$ cat src/rtl/ex_stage_pipe.sv
// Execute stage with a valid/ready EX/MEM output register and a multi-cycle shift-add multiplier.
// Optional flush port is enabled by defining EX_FLUSH_EN.
module ex_stage_pipe #(
  parameter int WORD     = 64,
  parameter int MUL_STEP = 1
) (
  input  logic            clk,
  input  logic            reset,
`ifdef EX_FLUSH_EN
  input  logic            flush,
`endif
  input  logic            in_valid,
  output logic            in_ready,
  input  logic [WORD-1:0] read_data1,
  input  logic [WORD-1:0] read_data2,
  input  logic [WORD-1:0] sign_extend_imm,
  input  logic [WORD-1:0] pc_in,
  input  logic            alu_src,
  input  logic [3:0]      alu_op,
  input  logic            branch_in,
  input  logic            uncondbranch_in,
  input  logic            mem_read_in,
  input  logic            mem_write_in,
  output logic            out_valid,
  input  logic            out_ready,
  output logic [WORD-1:0] alu_result,
  output logic            zero,
  output logic [WORD-1:0] branch_target,
  output logic [WORD-1:0] mem_write_data,
  output logic            branch,
  output logic            uncondbranch,
  output logic            mem_read,
  output logic            mem_write
);

  localparam int MUL_CYCLES = WORD / MUL_STEP;
  localparam int CNT_W      = $clog2(MUL_CYCLES) + 1;
  localparam logic [CNT_W-1:0] MUL_LAST = CNT_W'(MUL_CYCLES - 1);

  typedef enum logic [0:0] {ST_IDLE = 1'b0, ST_MUL = 1'b1} state_t;

  state_t            state_r, state_next_s;
  logic              out_valid_r;
  logic [WORD-1:0]   alu_result_r, branch_target_r, mem_write_data_r;
  logic              zero_r;
  logic [3:0]        ctrl_out_r;

  logic [WORD-1:0]   acc_r, a_r, b_r, pc_r, imm_r, wdata_r;
  logic [3:0]        ctrl_mul_r;
  logic [CNT_W-1:0]  cnt_r;

  logic              flush_s, accept_s, consume_s, in_ready_s, is_mul_s;
  logic              load_alu_s, load_mul_s, mul_start_s;
  logic [WORD-1:0]   operand_b_s, alu_s, partial_s, acc_next_s;
  logic [WORD-1:0]   result_s, target_s, wdata_s;
  logic [3:0]        ctrl_s;

`ifdef EX_FLUSH_EN
  assign flush_s = flush;
`else
  assign flush_s = 1'b0;
`endif

  assign in_ready_s = (state_r == ST_IDLE) && (!out_valid_r || out_ready) && !flush_s;
  assign accept_s   = in_valid && in_ready_s;
  assign consume_s  = out_valid_r && out_ready;
  assign is_mul_s   = (alu_op == 4'b1000);

  // Single-cycle ALU on the incoming operands
  always_comb begin
    operand_b_s = alu_src ? sign_extend_imm : read_data2;
    case (alu_op)
      4'b0000: alu_s = read_data1 & operand_b_s;
      4'b0001: alu_s = read_data1 | operand_b_s;
      4'b0010: alu_s = read_data1 + operand_b_s;
      4'b0110: alu_s = read_data1 - operand_b_s;
      4'b0111: alu_s = operand_b_s;
      4'b1100: alu_s = ~(read_data1 | operand_b_s);
      default: alu_s = {WORD{1'b0}};
    endcase
  end

  // One multiplier step: add the shifted multiplicand for each set bit of the current B slice
  always_comb begin
    partial_s = {WORD{1'b0}};
    for (int j = 0; j < MUL_STEP; j++) begin
      if (b_r[j]) begin
        partial_s = partial_s + (a_r << j);
      end else begin
        partial_s = partial_s;
      end
    end
    acc_next_s = acc_r + partial_s;
  end

  // Next-state and load strobes
  always_comb begin
    state_next_s = state_r;
    load_alu_s   = 1'b0;
    load_mul_s   = 1'b0;
    mul_start_s  = 1'b0;
    case (state_r)
      ST_IDLE: begin
        if (accept_s && is_mul_s) begin
          state_next_s = ST_MUL;
          mul_start_s  = 1'b1;
        end else if (accept_s) begin
          load_alu_s   = 1'b1;
        end else begin
          state_next_s = ST_IDLE;
        end
      end
      ST_MUL: begin
        if (cnt_r == MUL_LAST) begin
          load_mul_s   = 1'b1;
          state_next_s = ST_IDLE;
        end else begin
          state_next_s = ST_MUL;
        end
      end
      default: state_next_s = ST_IDLE;
    endcase
    // flush aborts the multiply before it can publish
    if (flush_s) begin
      state_next_s = ST_IDLE;
      load_mul_s   = 1'b0;
      load_alu_s   = 1'b0;
      mul_start_s  = 1'b0;
    end else begin
      state_next_s = state_next_s;
    end
  end

  // Select what the EX/MEM register captures: direct ALU path or finished multiply
  always_comb begin
    if (load_mul_s) begin
      result_s = acc_next_s;
      target_s = pc_r + (imm_r << 2);
      wdata_s  = wdata_r;
      ctrl_s   = ctrl_mul_r;
    end else begin
      result_s = alu_s;
      target_s = pc_in + (sign_extend_imm << 2);
      wdata_s  = read_data2;
      ctrl_s   = {branch_in, uncondbranch_in, mem_read_in, mem_write_in};
    end
  end

  // FSM state register
  always_ff @(posedge clk or posedge reset) begin
    if (reset) state_r <= ST_IDLE;
    else       state_r <= state_next_s;
  end

  // Multiplier working registers and latched instruction fields
  always_ff @(posedge clk or posedge reset) begin
    if (reset) begin
      acc_r      <= {WORD{1'b0}};
      a_r        <= {WORD{1'b0}};
      b_r        <= {WORD{1'b0}};
      pc_r       <= {WORD{1'b0}};
      imm_r      <= {WORD{1'b0}};
      wdata_r    <= {WORD{1'b0}};
      ctrl_mul_r <= 4'b0000;
      cnt_r      <= {CNT_W{1'b0}};
    end else if (mul_start_s) begin
      acc_r      <= {WORD{1'b0}};
      a_r        <= read_data1;
      b_r        <= operand_b_s;
      pc_r       <= pc_in;
      imm_r      <= sign_extend_imm;
      wdata_r    <= read_data2;
      ctrl_mul_r <= {branch_in, uncondbranch_in, mem_read_in, mem_write_in};
      cnt_r      <= {CNT_W{1'b0}};
    end else if (state_r == ST_MUL) begin
      acc_r      <= acc_next_s;
      a_r        <= a_r << MUL_STEP;
      b_r        <= b_r >> MUL_STEP;
      cnt_r      <= cnt_r + {{(CNT_W-1){1'b0}}, 1'b1};
    end else begin
      acc_r      <= acc_r;
      cnt_r      <= cnt_r;
    end
  end

  // EX/MEM data and control register
  always_ff @(posedge clk or posedge reset) begin
    if (reset) begin
      alu_result_r     <= {WORD{1'b0}};
      zero_r           <= 1'b0;
      branch_target_r  <= {WORD{1'b0}};
      mem_write_data_r <= {WORD{1'b0}};
      ctrl_out_r       <= 4'b0000;
    end else if (load_alu_s || load_mul_s) begin
      alu_result_r     <= result_s;
      zero_r           <= (result_s == {WORD{1'b0}});
      branch_target_r  <= target_s;
      mem_write_data_r <= wdata_s;
      ctrl_out_r       <= ctrl_s;
    end else begin
      alu_result_r     <= alu_result_r;
      zero_r           <= zero_r;
    end
  end

  // EX/MEM valid flag
  always_ff @(posedge clk or posedge reset) begin
    if (reset)                         out_valid_r <= 1'b0;
    else if (flush_s)                  out_valid_r <= 1'b0;
    else if (load_alu_s || load_mul_s) out_valid_r <= 1'b1;
    else if (consume_s)                out_valid_r <= 1'b0;
    else                               out_valid_r <= out_valid_r;
  end

  assign in_ready       = in_ready_s;
  assign out_valid      = out_valid_r;
  assign alu_result     = alu_result_r;
  assign zero           = zero_r;
  assign branch_target  = branch_target_r;
  assign mem_write_data = mem_write_data_r;
  assign branch         = ctrl_out_r[3];
  assign uncondbranch   = ctrl_out_r[2];
  assign mem_read       = ctrl_out_r[1];
  assign mem_write      = ctrl_out_r[0];

endmodule

$ cat config.mk
export PLATFORM = sky130hd
export DESIGN_NAME = ex_stage_pipe
export DESIGN_NICKNAME = d
export VERILOG_FILES = /design/src/rtl/ex_stage_pipe.sv
export SDC_FILE = /design/constraint.sdc
export NUM_CORES = 2
export LEC_CHECK = 0
export CORE_MARGIN = 10
export CORE_UTILIZATION = 40
export CTS_CLUSTER_SIZE = 28
export DETAILED_ROUTE_END_ITERATION = 8
export SYNTH_ARGS = -nofsm -noshare
export SYNTH_HDL_FRONTEND = slang
export SYNTH_SLANG_ARGS = --single-unit
$ cat constraint.sdc
create_clock -name clk -period 34.6 [get_ports clk]
set_input_delay 8.65 -clock clk [delete_from_list [all_inputs] [get_ports clk]]
set_output_delay 8.65 -clock clk [all_outputs]
set_load 0.005 [all_outputs]
After elaboration in Yosys (flattened, before gate mapping)
Index checks and enable logic that the tools add are counted.
Widths: inputs -> output; s select.
{"block": "word_totals", "out_inout_bits": 199, "ff_bits": 592, "wordCells": 69, "in_bits": 269}
{"block": "op_classes", "n_bitwise": 4, "addsub": 6, "eq_ne": 7, "n_mux": 26, "n_reduce_logical": 11}
{"operator": "$mux 64", "count": 11}
{"operator": "$pmux 64 s6", "count": 1}
{"operator": "$add 64x64->64", "count": 4}
{"operator": "$and 64x64->64", "count": 1}
{"operator": "$logic_not 64->1", "count": 1}
{"operator": "$not 64->64", "count": 1}
{"operator": "$or 64x64->64", "count": 1}
{"operator": "$sub 64x64->64", "count": 1}
{"operator": "$mux 7", "count": 2}
{"operator": "$mux 1", "count": 10}
{"operator": "$eq 4x3->1 const B", "count": 2}
{"operator": "$eq 4x4->1 const B", "count": 2}
{"operator": "$add 7x1->7 const B", "count": 1}
{"operator": "$eq 7x6->1 const B", "count": 1}
{"operator": "$eq 4x1->1 const B", "count": 1}
{"operator": "$eq 4x2->1 const B", "count": 1}
{"operator": "$logic_and 1x1->1", "count": 4}
{"operator": "$logic_not 4->1", "count": 1}
{"operator": "$mux 4", "count": 1}
{"operator": "$reduce_bool 2->1", "count": 2}
{"operator": "$logic_or 1x1->1", "count": 2}
{"operator": "$pmux 1 s2", "count": 1}
{"operator": "$logic_not 1->1", "count": 1}
{"operator": "$not 1->1", "count": 1}

Longest topological paths before layout
{"block": "depth", "ltp_word": 9, "ltp_mapped": 34, "depth_no_buf": 28}

Worst setup path before layout
Ideal clock, no wire load.
{"block": "synth_path", "path_kind": "input port to output port", "start": "input port out_ready", "end": "output port in_ready", "t_required_ns": 25.950, "path_buffers": 0, "arrival_ns": 8.885, "cell_stages": 2, "setup_slack_ns": 17.065, "path_cell_list": "nor2b_1 -> nor2_1"}
{"block": "synth_between", "elab_chain_cells": 2}
{"element": "start: declaration", "line": "25", "source": "input logic out_ready,"}
{"element": "$logic_or 1x1->1", "line": "64", "source": "assign in_ready_s = (state_r == ST_IDLE) && (!out_valid_r || out_ready) && !flush_s;"}
{"element": "$logic_and 1x1->1", "line": "64"}
{"element": "end: declaration", "line": "13", "source": "output logic in_ready,"}
Every way passes these cells.

Worst setup path after layout
Same ends and word-level chain as after synthesis.

==> impl_table.tex <==
\begin{tabular}{lr}
\hline
Metric & Value \\
\hline
\multicolumn{2}{l}{\textbf{Final layout}} \\
\quad Non-filler cells, final & between 7000 and 8000 \\
\quad Growth of design area from synthesis to finish & 18.9\% \\
\quad Final net count & approximately 6300 \\
\quad Final-layout fill cell count & roughly 11000 \\
\quad Proportion of layout cells with a drive suffix above 1 & under 10\% \\
\multicolumn{2}{l}{\textbf{Power and ir drop}} \\
\quad Switching power & roughly 1.2 mW \\
\quad Internal power & between 1.5 and 2 mW \\
\quad PD cells & a little over 60 nW/um\^{}2 \\
\quad Switching Share & a little under two fifths \\
\quad Power share of the clock group & a little over a quarter \\
\quad Worst vdd ir & roughly 0.058 mV \\
\quad Static power due to leakage & approximately 24 nW \\
\quad Part of the power in combinational logic & between 40\% and 50\% \\
\quad Sequential share of power & 33.8\% \\
\multicolumn{2}{l}{\textbf{Route}} \\
\quad Average wire per cell in the routed design & between 20 and 25 um \\
\quad Total iterations of the first detailed-routing run & 8 \\
\quad Number of vias after detailed routing & between 40000 and 50000 \\
\quad Total Wirelength & approximately 170000 um \\
\quad Detailed Route Iter0 Violations & roughly 4100 \\
\quad Remaining DRCs & 0 \\
\quad Antenna Violating Nets Remaining & 0 \\
\quad Vias per Instance & around 5.9 \\
\multicolumn{2}{l}{\textbf{Synthesis}} \\
\quad Synthesized instance count & approximately 5500 \\
\quad Simple-gate share of the synthesized area & a little over a fifth \\
\quad Primary FF master, synth & dfrtp\_1 \\
\quad Fraction of post-synthesis cell area in the top cell type by area & between 30\% and 40\% \\
\quad Post-synthesis area per instance & slightly below 8 um\^{}2 \\
\quad Top post-synthesis cells by area & dfrtp\_1, nand2\_1, ha\_1 \\
\quad Post-synth top cells & nand2\_1, dfrtp\_1, a21oi\_1 \\
\quad Arithmetic-cell share of the synthesized area counting full adders, half adders and majority gates & under 10\% \\
\quad Leading area contributor after synthesis & dfrtp\_1 \\
\quad Most instantiated library cell after synthesis & nand2\_1 \\
\quad Netlist area before placement & around 44000 um\^{}2 \\
\quad Sequential-to-total area share from yosys stat & between 30\% and 40\% \\
\quad Syn\_nets & roughly 6000 \\
\quad Main combinational cell family by area after synthesis & compound AO/OA/AOI/OAI gates \\
\quad Multiplexer share of the synthesized area & 2.75\% \\
\quad Synth Register Bits & approximately 590 \\
\quad Distinct cell type count of the synthesized netlist & 100 \\
\quad Proportion of register bits with asynchronous set or reset after synthesis & 100\% \\
\quad Number of warnings reported in the yosys synthesis log & 0 \\
\quad Xor/xnor share of the synthesized area & about 5.8\% \\
\quad Compound-Gate Fraction of Synth Area & 24.0\% \\
\quad Count of flip-flops with a built-in enable after synthesis & 0 \\
\multicolumn{2}{l}{\textbf{Critical path}} \\
\quad Worst Setup Path Type & primary input to output port \\
\quad R2r worst-path depth & 15 \\
\quad Minimum setup slack among reg-to-reg paths & between 20 and 30 ns \\
\quad Reg-to-reg critical path endpoint & zero\$\_DFFE\_PP0P\_ \\
\quad Endpoint kind of the worst setup timing path & output port \\
\quad Type of origin of the critical path & primary input \\
\quad Critical R2R Launch & b\_r[0]\$\_DFFE\_PP0P\_ \\
\quad Worst EP required & about 26 ns \\
\quad Endpoint arrival time on the critical path & slightly above 10 ns \\
\quad Peak fanout along the critical path & 4 \\
\quad Crit path from & out\_ready \\
\multicolumn{2}{l}{\textbf{Global routing}} \\
\quad Number of global-route vias before repair & 40830 \\
\quad Overall routing resource usage & 27.2\% \\
\quad Overall overflow remaining after global route & 0 \\
\quad Largest net degree at the start of global routing & 208 \\
\quad Number of antenna violations at the first check in global routing & 23 \\
\quad First-pass GRT wire length & between 200000 and 300000 um \\
\multicolumn{2}{l}{\textbf{Clock network}} \\
\quad Clock Tree Root & clkbuf\_16 \\
\quad Number of sinks driven by the clock tree & roughly 590 \\
\quad Register clock-pin slew on the reported worst setup and hold paths & about 0.060 ns \\
\quad Number of H-tree levels & 3 \\
\quad Post-CTS resize count & 0 \\
\quad Num CTS Buffers & between 70 and 80 \\
\quad Setup repair bufs after CTS & 0 \\
\quad Worst-Skew Late Latency & 0.67 ns \\
\quad Clock tree from TritonCTS & built \\
\quad Number of buffers inserted by hold repair at cts & 0 \\
\quad Deepest clock path buffer count & 3 \\
\multicolumn{2}{l}{\textbf{Die}} \\
\quad IO Count & $\sim$470 \\
\quad DIE WIDTH & roughly 350 um \\
\quad Starting utilization of the core area & roughly two fifths \\
\quad Area of the core & 109000 um\^{}2 \\
\quad Area of the die & approximately 120000 um\^{}2 \\
\quad Std-Cell Rows & 121 \\
\quad Die H & 351 um \\
\multicolumn{2}{l}{\textbf{STA}} \\
\quad Final critical-path share of the clock period & between 50 and 60\% \\
\quad Worst hold-check slack & approximately 0.47 ns \\
\quad Clk\_skew & about 0.030 ns \\
\quad Clock period minus worst slack & around 19 ns \\
\quad Worst Setup Slack, final & 15.89 ns \\
\quad Setup violators final & 0 \\
\quad Number of max-slew violations in the final report & 0 \\
\quad Fin. Hold Viols & 0 \\
\quad Total Negative Setup Slacks & 0 ns \\
\quad Max Clock Freq & between 50 and 60 MHz \\
\quad Measured slew at the worst slew-check pin & about 1.2 ns \\
\quad Max-slew headroom & between 10\% and 20\% \\
\quad Unrepaired setup endpoints after global routing & false \\
\multicolumn{2}{l}{\textbf{Flow run}} \\
\quad Max-cap check violation count & 0 \\
\multicolumn{2}{l}{\textbf{Placement}} \\
\quad Place WS & approximately 16 ns \\
\quad Placer congestion estimate & roughly 0.94 \\
\quad DP HPWL & between 100000 and 150000 um \\
\quad Placed Instances & about 7100 \\
\quad Number of buffers added on ports & roughly 470 \\
\multicolumn{2}{l}{\textbf{Hold path}} \\
\quad Kind of path behind the tightest hold check & register to register \\
\quad Hold path startpoint & mem\_write\_data[21]\$\_DFFE\_PP0P\_ \\
\quad End of the worst hold path & mem\_write\_data[21]\$\_DFFE\_PP0P\_ \\
\quad Hold path cells & 2 \\
\multicolumn{2}{l}{\textbf{Run status}} \\
\quad Run status & complete, no violations \\
\hline
\end{tabular}
## registers in the layout, summed over array words and instances (netlist names)
name and flops:
a_r 64, acc_r 64, alu_result 64, b_r 64, branch_target 64, cnt_r 7, ctrl_mul_r 4, ctrl_out_r 4
imm_r 62, mem_write_data 64, out_valid 1, pc_r 64, state_r 1, wdata_r 64, zero 1
## cells by family (layout without fill, tap and decap cells)
logic type / count (synthesis) / count (layout)
xor+xnor: 289 / 289
other cells: 0 / 18
compound gates: 1617 / 1617
fa+ha+maj: 277 / 277
simple gates: 2211 / 2211
buf+inv: 425 / 758
mux: 112 / 112
flops: 592 / 592
## how the worst max path moves through the flow
stage	to	slack [ns]	cells after the start
CTS	in_ready	15.88	4
detailed placement	in_ready	15.89	4
finish	in_ready	15.89	4
global placement	in_ready	15.89	4
global route	in_ready	15.82	4
floorplan	a_r[0]$_DFFE_PP0P_	9.38	1
## per-layer routing
| layer | share of wire, % | global-route usage, % |
|---|---|---|
| met1 | 46 | 38.7 |
| met2 | 44 | 41.3 |
| met3 | 7.0 | 4.58 |
| met4 | 3.3 | 9.54 |
| met5 | 0.035 | 0 |
## metrics by stage
stage | instance area [um^2] | power (mW) | utilization, %
after floorplan | 43800 | 1.78 | -
after global placement | 49500 | 2.34 | 45.5
after detailed placement | 49500 | 2.35 | 45.5
after CTS | 52100 | 3.20 | 47.8
after global routing | 52100 | 3.39 | 47.9
final | 52100 | 3.19 | 47.9
## power groups by stage
stage | registers (mW) | clock network (mW) | logic (mW)
final | 1.08 | 0.837 | 1.28
after global placement | 1.08 | 0 | 1.26
after CTS | 1.07 | 0.854 | 1.27
after detailed placement | 1.08 | 0 | 1.27
after floorplan | 1.04 | 0 | 0.740
after global routing | 1.10 | 0.880 | 1.40
## area by class of cell
type                    count  area [um^2]  share of cell area (%)
well taps                1414         1770                    3.40
clock buffers             105         2130                    4.09
diodes                     18         45.0                  0.0865
inverters                 101          387                   0.742
multi-input cells        4506        27400                    52.6
flip-flops and latches    592        14800                    28.4
repair buffers            521         5120                    9.83
clock inverters            31          449                   0.862
## critical path: stages
cell             delay, ns
clkdlybuf4s50_1       0.45
nor2b_1               0.07
nor2_1                0.30
clkdlybuf4s50_1       0.59
## cells in the final DEF (no fill, tap or decap), types with 27 or more instances in the layout
master and instances:
xnor2_1 169, a221o_1 68, clkbuf_16 76, ha_1 252
mux2i_1 76, o22ai_1 38, nor2_1 403, nor3_1 89
nand3_1 69, a31oi_1 46, o31ai_1 50, o21bai_1 58
inv_1 97, o21a_1 31, nor2b_1 28, a21oi_1 449
a22oi_1 164, o21ai_0 319, a211oi_1 67, xor2_1 120
clkdlybuf4s50_1 465, nand2_1 1279, buf_4 51, nand2b_1 27
o211ai_1 35, nand4_1 63, and2_1 91, a21o_1 112
dfrtp_1 591, and3_1 35
(Power assumes the default switching activity.)
